[config.mk]
export PLATFORM = sky130hd
export DESIGN_NAME = parking_pay_ctrl_flat
export DESIGN_NICKNAME = d
export VERILOG_FILES = /design/src/rtl/parking_pay_ctrl_if.sv /design/src/rtl/parking_pay_ctrl.sv /design/src/flat_wrapper.sv
export SDC_FILE = /design/constraint.sdc
export NUM_CORES = 1
export LEC_CHECK = 0
export ABC_AREA = 1
export BUFFER_PORTS_ARGS = -buffer_cell sky130_fd_sc_hd__buf_2
export CORE_MARGIN = 10
export CORE_UTILIZATION = 28
export CTS_CLUSTER_DIAMETER = 150
export DETAILED_ROUTE_END_ITERATION = 8
export GPL_ROUTABILITY_DRIVEN = 0
export GPL_TIMING_DRIVEN = 0
export HOLD_SLACK_MARGIN = 0.03
export PLACE_DENSITY = 0.43
export SLEW_MARGIN = 10
export SYNTH_ARGS = -nofsm -noshare
export SYNTH_HDL_FRONTEND = slang
export SYNTH_SLANG_ARGS = --single-unit
[constraint.sdc]
create_clock -name clk -period 5.66 [get_ports clk]
set_clock_uncertainty 0.1 [all_clocks]
set_input_delay 1.132 -clock clk [delete_from_list [all_inputs] [get_ports clk]]
set_output_delay 1.132 -clock clk [all_outputs]
set_load 0.05 [all_outputs]
[src/rtl/parking_pay_ctrl_if.sv]
// Purpose : lane-side signal bundle for the parking exit payment controller.
//           Groups ticket reader, bill acceptor, lane sensor and the controller
//           outputs (invoice, barrier, change pulses, amount owed, busy).
// Ports   : master drives ticket/tiempo/billete/sensor and observes outputs;
//           slave (the controller) observes inputs and drives
//           factura/talanquera/vuelto/saldo/busy.
interface parking_pay_ctrl_if #(
    parameter int TIME_W = 2,
    parameter int BILL_W = 2,
    parameter int CW     = 6
);
    logic              ticket;
    logic [TIME_W-1:0] tiempo;
    logic [BILL_W-1:0] billete;
    logic              sensor;
    logic              factura;
    logic              talanquera;
    logic              vuelto;
    logic [CW-1:0]     saldo;
    logic              busy;

    modport master (
        output ticket, tiempo, billete, sensor,
        input  factura, talanquera, vuelto, saldo, busy
    );

    modport slave (
        input  ticket, tiempo, billete, sensor,
        output factura, talanquera, vuelto, saldo, busy
    );
endinterface

[src/rtl/parking_pay_ctrl.sv]
// Purpose : parking exit lane controller. Latches a fee from the time code on
//           a ticket edge, credits bill edges until the fee is covered, pays
//           change as pulses, pulses the invoice and holds the barrier open
//           until the vehicle has passed. Abandoned payments are refunded.
// Ports   : clk   - rising-edge clock
//           reset - asynchronous active-low reset
//           lane  - parking_pay_ctrl_if.slave (ticket, tiempo, billete, sensor
//                   in; factura, talanquera, vuelto, saldo, busy out)
//
// state     | meaning
// ----------+------------------------------------------------------------
// S_IDLE    | waiting for a ticket edge, barrier closed
// S_COLLECT | accumulating bill credit against the latched price
// S_CHANGE  | paying overpayment back as pulse/gap pairs, then open
// S_OPEN    | invoice pulsed, barrier open, waiting for vehicle or timeout
// S_PASSING | vehicle under barrier, waiting for the lane to clear
// S_REFUND  | returning all credit after payment timeout, then idle
module parking_pay_ctrl #(
    parameter int TIME_W     = 2,
    parameter int BILL_W     = 2,
    parameter int CW         = 6,
    parameter int PRICE_STEP = 2,
    parameter int TIMEOUT    = 200
) (
    input logic                clk,
    input logic                reset,
    parking_pay_ctrl_if.slave  lane
);
    localparam int TMR_W = $clog2(TIMEOUT);
    localparam logic [TMR_W-1:0] T_LAST = TMR_W'(TIMEOUT - 1);

    typedef enum logic [2:0] {
        S_IDLE, S_COLLECT, S_CHANGE, S_OPEN, S_PASSING, S_REFUND
    } state_t;

    state_t            r_state;
    logic              r_ticket_q;
    logic [BILL_W-1:0] r_bill_q;
    logic [CW-1:0]     r_price;
    logic [CW-1:0]     r_credit;
    logic [CW-1:0]     r_change;
    logic [TMR_W-1:0]  r_timer;
    logic              r_factura;
    logic              r_talanquera;
    logic              r_vuelto;
    logic [CW-1:0]     r_saldo;
    logic              r_busy;

    logic              w_ticket_ev;
    logic              w_bill_ev;
    logic [CW-1:0]     w_bill_val;
    logic [CW-1:0]     w_price_new;

    assign w_ticket_ev = lane.ticket & ~r_ticket_q;
    assign w_bill_ev   = (lane.billete != '0) && (r_bill_q == '0);
    assign w_bill_val  = CW'(lane.billete);
    assign w_price_new = (CW'(lane.tiempo) + CW'(1)) * CW'(PRICE_STEP);

    always_ff @(posedge clk or negedge reset) begin
        if (!reset) begin
            r_state      <= S_IDLE;
            r_ticket_q   <= 1'b0;
            r_bill_q     <= '0;
            r_price      <= '0;
            r_credit     <= '0;
            r_change     <= '0;
            r_timer      <= '0;
            r_factura    <= 1'b0;
            r_talanquera <= 1'b0;
            r_vuelto     <= 1'b0;
            r_saldo      <= '0;
            r_busy       <= 1'b0;
        end else begin
            r_ticket_q <= lane.ticket;
            r_bill_q   <= lane.billete;
            r_factura  <= 1'b0;
            case (r_state)
                S_IDLE: begin
                    if (w_ticket_ev) begin
                        r_price  <= w_price_new;
                        r_credit <= '0;
                        r_timer  <= '0;
                        r_saldo  <= w_price_new;
                        r_busy   <= 1'b1;
                        r_state  <= S_COLLECT;
                    end
                end
                S_COLLECT: begin
                    if (r_credit >= r_price) begin
                        r_saldo <= '0;
                        r_timer <= '0;
                        if (r_credit != r_price) begin
                            // first pulse goes out now, so one unit is already paid
                            r_change <= r_credit - r_price - CW'(1);
                            r_vuelto <= 1'b1;
                            r_state  <= S_CHANGE;
                        end else begin
                            r_factura    <= 1'b1;
                            r_talanquera <= 1'b1;
                            r_state      <= S_OPEN;
                        end
                    end else begin
                        // saldo follows the registered credit, one edge behind a bill
                        r_saldo <= r_price - r_credit;
                        if (w_bill_ev) begin
                            r_credit <= r_credit + w_bill_val;
                            r_timer  <= '0;
                        end else if (r_timer == T_LAST) begin
                            r_saldo <= '0;
                            r_timer <= '0;
                            if (r_credit != '0) begin
                                r_change <= r_credit - CW'(1);
                                r_vuelto <= 1'b1;
                                r_state  <= S_REFUND;
                            end else begin
                                r_busy  <= 1'b0;
                                r_state <= S_IDLE;
                            end
                        end else begin
                            r_timer <= r_timer + TMR_W'(1);
                        end
                    end
                end
                S_CHANGE, S_REFUND: begin
                    if (r_vuelto) begin
                        r_vuelto <= 1'b0;
                    end else if (r_change != '0) begin
                        r_vuelto <= 1'b1;
                        r_change <= r_change - CW'(1);
                    end else if (r_state == S_CHANGE) begin
                        r_factura    <= 1'b1;
                        r_talanquera <= 1'b1;
                        r_timer      <= '0;
                        r_state      <= S_OPEN;
                    end else begin
                        r_busy  <= 1'b0;
                        r_state <= S_IDLE;
                    end
                end
                S_OPEN: begin
                    // a vehicle arriving wins over an expiring timer
                    if (!lane.sensor) begin
                        r_state <= S_PASSING;
                    end else if (r_timer == T_LAST) begin
                        r_talanquera <= 1'b0;
                        r_busy       <= 1'b0;
                        r_state      <= S_IDLE;
                    end else begin
                        r_timer <= r_timer + TMR_W'(1);
                    end
                end
                S_PASSING: begin
                    if (lane.sensor) begin
                        r_talanquera <= 1'b0;
                        r_busy       <= 1'b0;
                        r_state      <= S_IDLE;
                    end
                end
                default: begin
                    r_talanquera <= 1'b0;
                    r_vuelto     <= 1'b0;
                    r_saldo      <= '0;
                    r_busy       <= 1'b0;
                    r_state      <= S_IDLE;
                end
            endcase
        end
    end

    assign lane.factura    = r_factura;
    assign lane.talanquera = r_talanquera;
    assign lane.vuelto     = r_vuelto;
    assign lane.saldo      = r_saldo;
    assign lane.busy       = r_busy;
endmodule

[src/flat_wrapper.sv]
// flat-port wrapper written by rule: the top's interface ports become plain ports
module parking_pay_ctrl_flat 
#(
    parameter int TIME_W     = 2,
    parameter int BILL_W     = 2,
    parameter int CW         = 6,
    parameter int PRICE_STEP = 2,
    parameter int TIMEOUT    = 200
)
  (clk, reset, lane_ticket, lane_tiempo, lane_billete, lane_sensor, lane_factura, lane_talanquera, lane_vuelto, lane_saldo, lane_busy);
  parking_pay_ctrl_if #(.TIME_W(TIME_W), .BILL_W(BILL_W), .CW(CW)) lane_i ();
  input logic clk;
  input logic reset;
  input wire logic [$bits(lane_i.ticket)-1:0] lane_ticket;
  input wire logic [$bits(lane_i.tiempo)-1:0] lane_tiempo;
  input wire logic [$bits(lane_i.billete)-1:0] lane_billete;
  input wire logic [$bits(lane_i.sensor)-1:0] lane_sensor;
  output wire logic [$bits(lane_i.factura)-1:0] lane_factura;
  output wire logic [$bits(lane_i.talanquera)-1:0] lane_talanquera;
  output wire logic [$bits(lane_i.vuelto)-1:0] lane_vuelto;
  output wire logic [$bits(lane_i.saldo)-1:0] lane_saldo;
  output wire logic [$bits(lane_i.busy)-1:0] lane_busy;
  assign lane_i.ticket = lane_ticket;
  assign lane_i.tiempo = lane_tiempo;
  assign lane_i.billete = lane_billete;
  assign lane_i.sensor = lane_sensor;
  assign lane_factura = lane_i.factura;
  assign lane_talanquera = lane_i.talanquera;
  assign lane_vuelto = lane_i.vuelto;
  assign lane_saldo = lane_i.saldo;
  assign lane_busy = lane_i.busy;
  parking_pay_ctrl #(.TIME_W(TIME_W), .BILL_W(BILL_W), .CW(CW), .PRICE_STEP(PRICE_STEP), .TIMEOUT(TIMEOUT)) u_core (.clk(clk), .reset(reset), .lane(lane_i));
endmodule
==> results of run 1 <==
==> per-layer routing <==
layer / vias up / track usage, % / routed length [um]
met1: 1148 / 13.7 / 3600
met4: 0 / 3.62 / 105
met5: - / 0 / 0
li1: 1294 / - / -
met3: 10 / 1.81 / 186
met2: 37 / 18.3 / 3560
==> where the power goes <==
group	switching, uW	internal (uW)	total (uW)	leakage (uW)
clock	117	176	293	0.0000644
sequential	70.0	367	437	0.000508
combinational	983	449	1430	0.00112
==> stage by stage <==
step	area, um^2	power, uW	instances	worst slack, ps	hold slack [ps]
floorplan	2820	1540	391	3430	371
global placement	3070	1880	541	2970	362
detailed placement	3070	1890	541	2960	365
CTS	3200	2200	549	3210	387
global route	3200	2390	549	2910	416
finish	3200	2160	549	3220	381
==> cell families (layout without fill, tap and decap cells) <==
kind of cell | count (synthesis) | after routing | synth area share, %
compound gates | 45 | 45 | 9.73
buf+inv | 59 | 84 | 8.62
flops | 39 | 39 | 34.7
fa+ha+maj | 16 | 16 | 7.64
simple gates | 223 | 223 | 36.6
xor+xnor | 9 | 9 | 2.80
==> state kept, by name, indices dropped and copies added, names as in the netlist <==
name,cells
u_core.r_timer,8
u_core.lane.saldo,6
u_core.r_change,6
u_core.r_credit,6
u_core.r_price,3
u_core.r_state,3
u_core.r_bill_q,2
u_core.lane.busy,1
u_core.lane.factura,1
u_core.lane.talanquera,1
u_core.lane.vuelto,1
u_core.r_ticket_q,1
==> final timing paths <==
kind	start	end	cells after the start
min in group asynchronous	reset	u_core.r_timer[5]	1
max in group asynchronous	reset	u_core.r_price[3]	1
hold / removal	u_core.lane.talanquera	u_core.lane.talanquera	1
setup reg to reg	u_core.r_credit[1]	u_core.r_state[1]	13
setup / recovery	u_core.r_credit[1]	u_core.r_state[1]	13
hold reg to reg	u_core.lane.talanquera	u_core.lane.talanquera	1
==> layout make-up <==
type                       instances  area (um^2)
fill                            1068         6570
clock buffer                       5         68.8
multi-input combinational        293         1600
inverter                          54          210
timing repair buffer              17         85.1
tap                              133          166
clock inverter                     3         67.6
sequential                        39          976
buffer                             5         32.5
==> synthesized netlist by cell type, types with 6 or more instances <==
cell type and number:
nand2_1 122, a21oi_1 10, xor2_1 8, dfrtp_1 39, inv_2 7, nand3_1 36, ha_1 14, o21ai_0 18
nor2_1 33, inv_1 45, nand4_1 8, nand2_2 6
==> critical path, cell delays in order, from the launching register on <==
cell and delay, ps:
dfrtp_1 500, inv_1 150, ha_1 360, ha_1 220, nand3_1 80, nand2_1 70, inv_1 70, nand2_2 140
nor2_8 160, nand2_2 150, nand3_2 170, inv_2 50, nand2_1 60, nand2_1 50
==> run metrics, run 1 <==
setup tns final 0 ps; Die ar. 14500 um^2; most common cell after layout, fill and taps aside nand2_1; number of nets in the layout 439; async set-reset flop share out of synthesis 100%; port buffer count 17; final setup vio count 0; first-pass GRT wire length 12700 um; First DRT Iteration DRCs 121; vias in the first global route 2533; commonest non-fill, non-tap cells in the layout nand2_1, inv_1, dfrtp_1; ys flop type dfrtp_1; Req. time, crit path 5760 ps; Synth area leaders dfrtp_1, nand2_1, nand3_1; initial antenna violation count 0; final WL 7450 um; Worst IR Drop VDD 0.195 mV; HP Class reg2reg; Max clock buf depth 2; Period minus WS final 2440 ps; Mapped Area 2820 um^2; Least-Margin Pin Slew 942 ps; Final period util 43.1%; Leakage 0.00169 uW; outcome finished clean; WP data arrival 2540 ps; clk root buf clkbuf_8; Die H 120 um; io pins 18; worst reg-to-reg setup slack 3220 ps; TritonCTS Buffers 5; CORE AREA 9770 um^2; GRT Residual Overflow 0; Net Count, Synth 415; Util after Layout 32.8%; post-synth top area cell dfrtp_1; DRC violations left 0; ANT cells 0; initial core utilization 28.8%; fmax 0.410 GHz; CP max FO 7; Cell variety after synth 39; final hold vios 0; CTS tree yes; Syn Area/Cell 7.20 um^2; CP Class reg2reg; Post-DRT Antenna Nets 0; overall global routing resource usage 10.8%; flops & latches, synth 39; Ys Warns 0; Die X 120 um; Clock Latency Late Sink 310 ps; pin count of the biggest net entering global routing 40; H-tree levels 2; Sink Count 39; Yosys top cell area share 34.7%; Routed WL per cell 13.6 um; post-CTS setup buffers 0; drt via density 4.53; Slew Limit Headroom 37.2%; Synth Instances 391; DP Wirelength 5770 um; # Max-Cap Violations 0; clk slew on worst S/H paths 90 ps; post-synthesis sequential area ratio 34.7%; Pwr Density 675 nW/um^2; Worst setup EP type register; Post-synth EDFFs 0; Row Count 36; layout cell share with drive strength beyond 1 15.6%; Slew Limit Fails 0; unrepaired setup endpoints after global routing no; Layout area overhead 13.8%; Post-CTS Hold Buffers 0; vias 2489; CP Launch Type register; CTS-repair resized insts 0; length of the first detailed-routing pass in iterations 4
Note: power is estimated with default switching activity, not from simulation.
==> run 2: changes to the inputs <==
--- a/config.mk
+++ b/config.mk
@@ -14,7 +14,7 @@
 export GPL_ROUTABILITY_DRIVEN = 0
 export GPL_TIMING_DRIVEN = 0
 export HOLD_SLACK_MARGIN = 0.03
-export PLACE_DENSITY = 0.43
+export PLACE_DENSITY = 0.44
 export SLEW_MARGIN = 10
 export SYNTH_ARGS = -nofsm -noshare
 export SYNTH_HDL_FRONTEND = slang
==> constraint.sdc (replaced) <==
create_clock -name clk -period 2 [get_ports clk]
set_clock_uncertainty 0.1 [all_clocks]
set_input_delay 0.4 -clock clk [delete_from_list [all_inputs] [get_ports clk]]
set_output_delay 0.4 -clock clk [all_outputs]
set_load 0.05 [all_outputs]
==> run metrics, run 2 (synthesis gave the netlist of run 1 again) <==
outcome finished with violations (was finished clean); number of nets in the layout 464 (was 439); final hold vios 0 (unchanged); unrepaired setup endpoints after global routing yes (was no); setup ws final -52.3 ps (was 3220 ps); initial core utilization 28.8% (unchanged); WP data arrival 2180 ps (was 2540 ps); # Max-Cap Violations 0 (unchanged); Routed WL per cell 14.0 um (was 13.6 um); Row Count 36 (unchanged); Slew Limit Headroom 39.0% (was 37.2%); Layout area overhead 29.5% (was 13.8%); HP Class in2async (was reg2reg); Post-DRT Antenna Nets 0 (unchanged); H-tree levels 2 (unchanged); CTS tree yes (unchanged); CP max-delay cell dfrtp_2 (was dfrtp_1); drt via density 4.65 (was 4.53); Max clock buf depth 2 (unchanged); worst-path cell chain buf_12, fa_2, inv_2, nand3_4, nand2_4, nand2_8, nand2_1, nand2_1, inv_2, nand4_1, a21boi_1 (was inv_1, ha_1, ha_1, nand3_1, nand2_1, inv_1, nand2_2, nor2_8, nand2_2, nand3_2, inv_2, nand2_1, nand2_1); Final period util 103% (was 43.1%); Sink Count 39 (unchanged); DRC violations left 0 (unchanged); CP Launch Type register (unchanged); Die ar. 14500 um^2 (unchanged); Clock Latency Late Sink 300 ps (was 310 ps); Req. time, crit path 2130 ps (was 5760 ps); Reg with most FFs u_core.r_timer (unchanged); final setup vio count 18 (was 0); Die X 120 um (unchanged); clk slew on worst S/H paths 90 ps (about the same); first-pass GRT wire length 13600 um (was 12700 um); final WL 8040 um (was 7450 um); Least-Margin Pin Slew 914 ps (was 942 ps); commonest non-fill, non-tap cells in the layout nand2_1, inv_1, dfrtp_1 (unchanged); CP max FO 8 (was 7); CP Class reg2reg (unchanged); overall global routing resource usage 11.6% (was 10.8%); DP Wirelength 5750 um (was 5770 um); fmax 0.487 GHz (was 0.410 GHz); most common cell after layout, fill and taps aside nand2_1 (unchanged); clk root buf clkbuf_8 (unchanged); CORE AREA 9770 um^2 (unchanged); TritonCTS Buffers 5 (unchanged); vias in the first global route 2770 (was 2533); slowest cell delay on critical path 450 ps (was 500 ps); GRT Residual Overflow 0 (unchanged); Die H 120 um (unchanged); port buffer count 17 (unchanged); Worst setup EP type register (unchanged); max FFs per register 8 (unchanged); failing checks negative setup slack; io pins 18 (unchanged); initial antenna violation count 0 (unchanged); length of the first detailed-routing pass in iterations 4 (unchanged); Util after Layout 37.3% (was 32.8%); First DRT Iteration DRCs 168 (was 121); pin count of the biggest net entering global routing 40 (unchanged); ANT cells 0 (unchanged); layout cell share with drive strength beyond 1 28.8% (was 15.6%); vias 2669 (was 2489); Slew Limit Fails 0 (unchanged); Period minus WS final 2050 ps (was 2440 ps)
run 2: timing repair:
item	4_1_cts	5_1_grt
resized for setup	36	33
cloned	1	0
pin swaps	17	16
hold buffers	0	0
hold endpoints to repair	0	0
setup buffers	18	7
endpoints found under the setup margin	31	33
run 2: layout make-up:
cell class | count | area, um^2
clock inverter | 2 | 35.0
inverter | 54 | 219
tap | 133 | 166
fill | 1043 | 6130
buffer | 4 | 35.0
clock buffer | 6 | 82.6
sequential | 39 | 980
multi-input combinational | 294 | 1830
timing repair buffer | 42 | 304
run 2: metrics by stage:
step	instances	TNS [ps]	worst slack, ps	hold slack (ps)	cell area [um^2]
finish	574	-506	-52.3	120	3650
CTS	567	-500	-61.0	133	3490
global placement	541	-5110	-265	360	3070
global route	574	-2550	-133	133	3650
floorplan	391	0	20.8	4.41	2820
detailed placement	541	-4970	-255	365	3070
run 2: routing by layer:
| metal | up-vias | GRT usage (%) | share of wire (%) |
|---|---|---|---|
| li1 | 1348 | - | - |
| met1 | 1265 | 13.7 | 45 |
| met2 | 43 | 20.5 | 49 |
| met3 | 13 | 2.33 | 3.5 |
| met4 | 0 | 3.92 | 1.9 |
| met5 | - | 0 | 0 |
run 2: critical path, delay by kind of cell (launching register included):
kind	cells	cell delay (ps)
adders and majority gates	1	350
buffers and inverters	3	360
AOI/OAI and AO/OA	1	150
and+or+nand+nor	6	570
DFF	1	450
run 2: worst paths after layout:
kind                                        end  depth (start not counted)  slack, ps            startpoint
max                          u_core.r_credit[4]                         11        -50    u_core.r_credit[1]
min in group clk             u_core.r_bill_q[0]                          1        140       lane_billete[0]
min                           u_core.r_timer[5]                          1        120                 reset
min reg2reg                u_core.lane.saldo[5]                          2        380  u_core.lane.saldo[5]
max in group asynchronous    u_core.r_credit[0]                          1       1050                 reset
max reg2reg                  u_core.r_credit[4]                         11        -50    u_core.r_credit[1]
Power of run 2 is not shown: default switching activity piles up to over one toggle a cycle in this logic, so the estimate is an artifact.
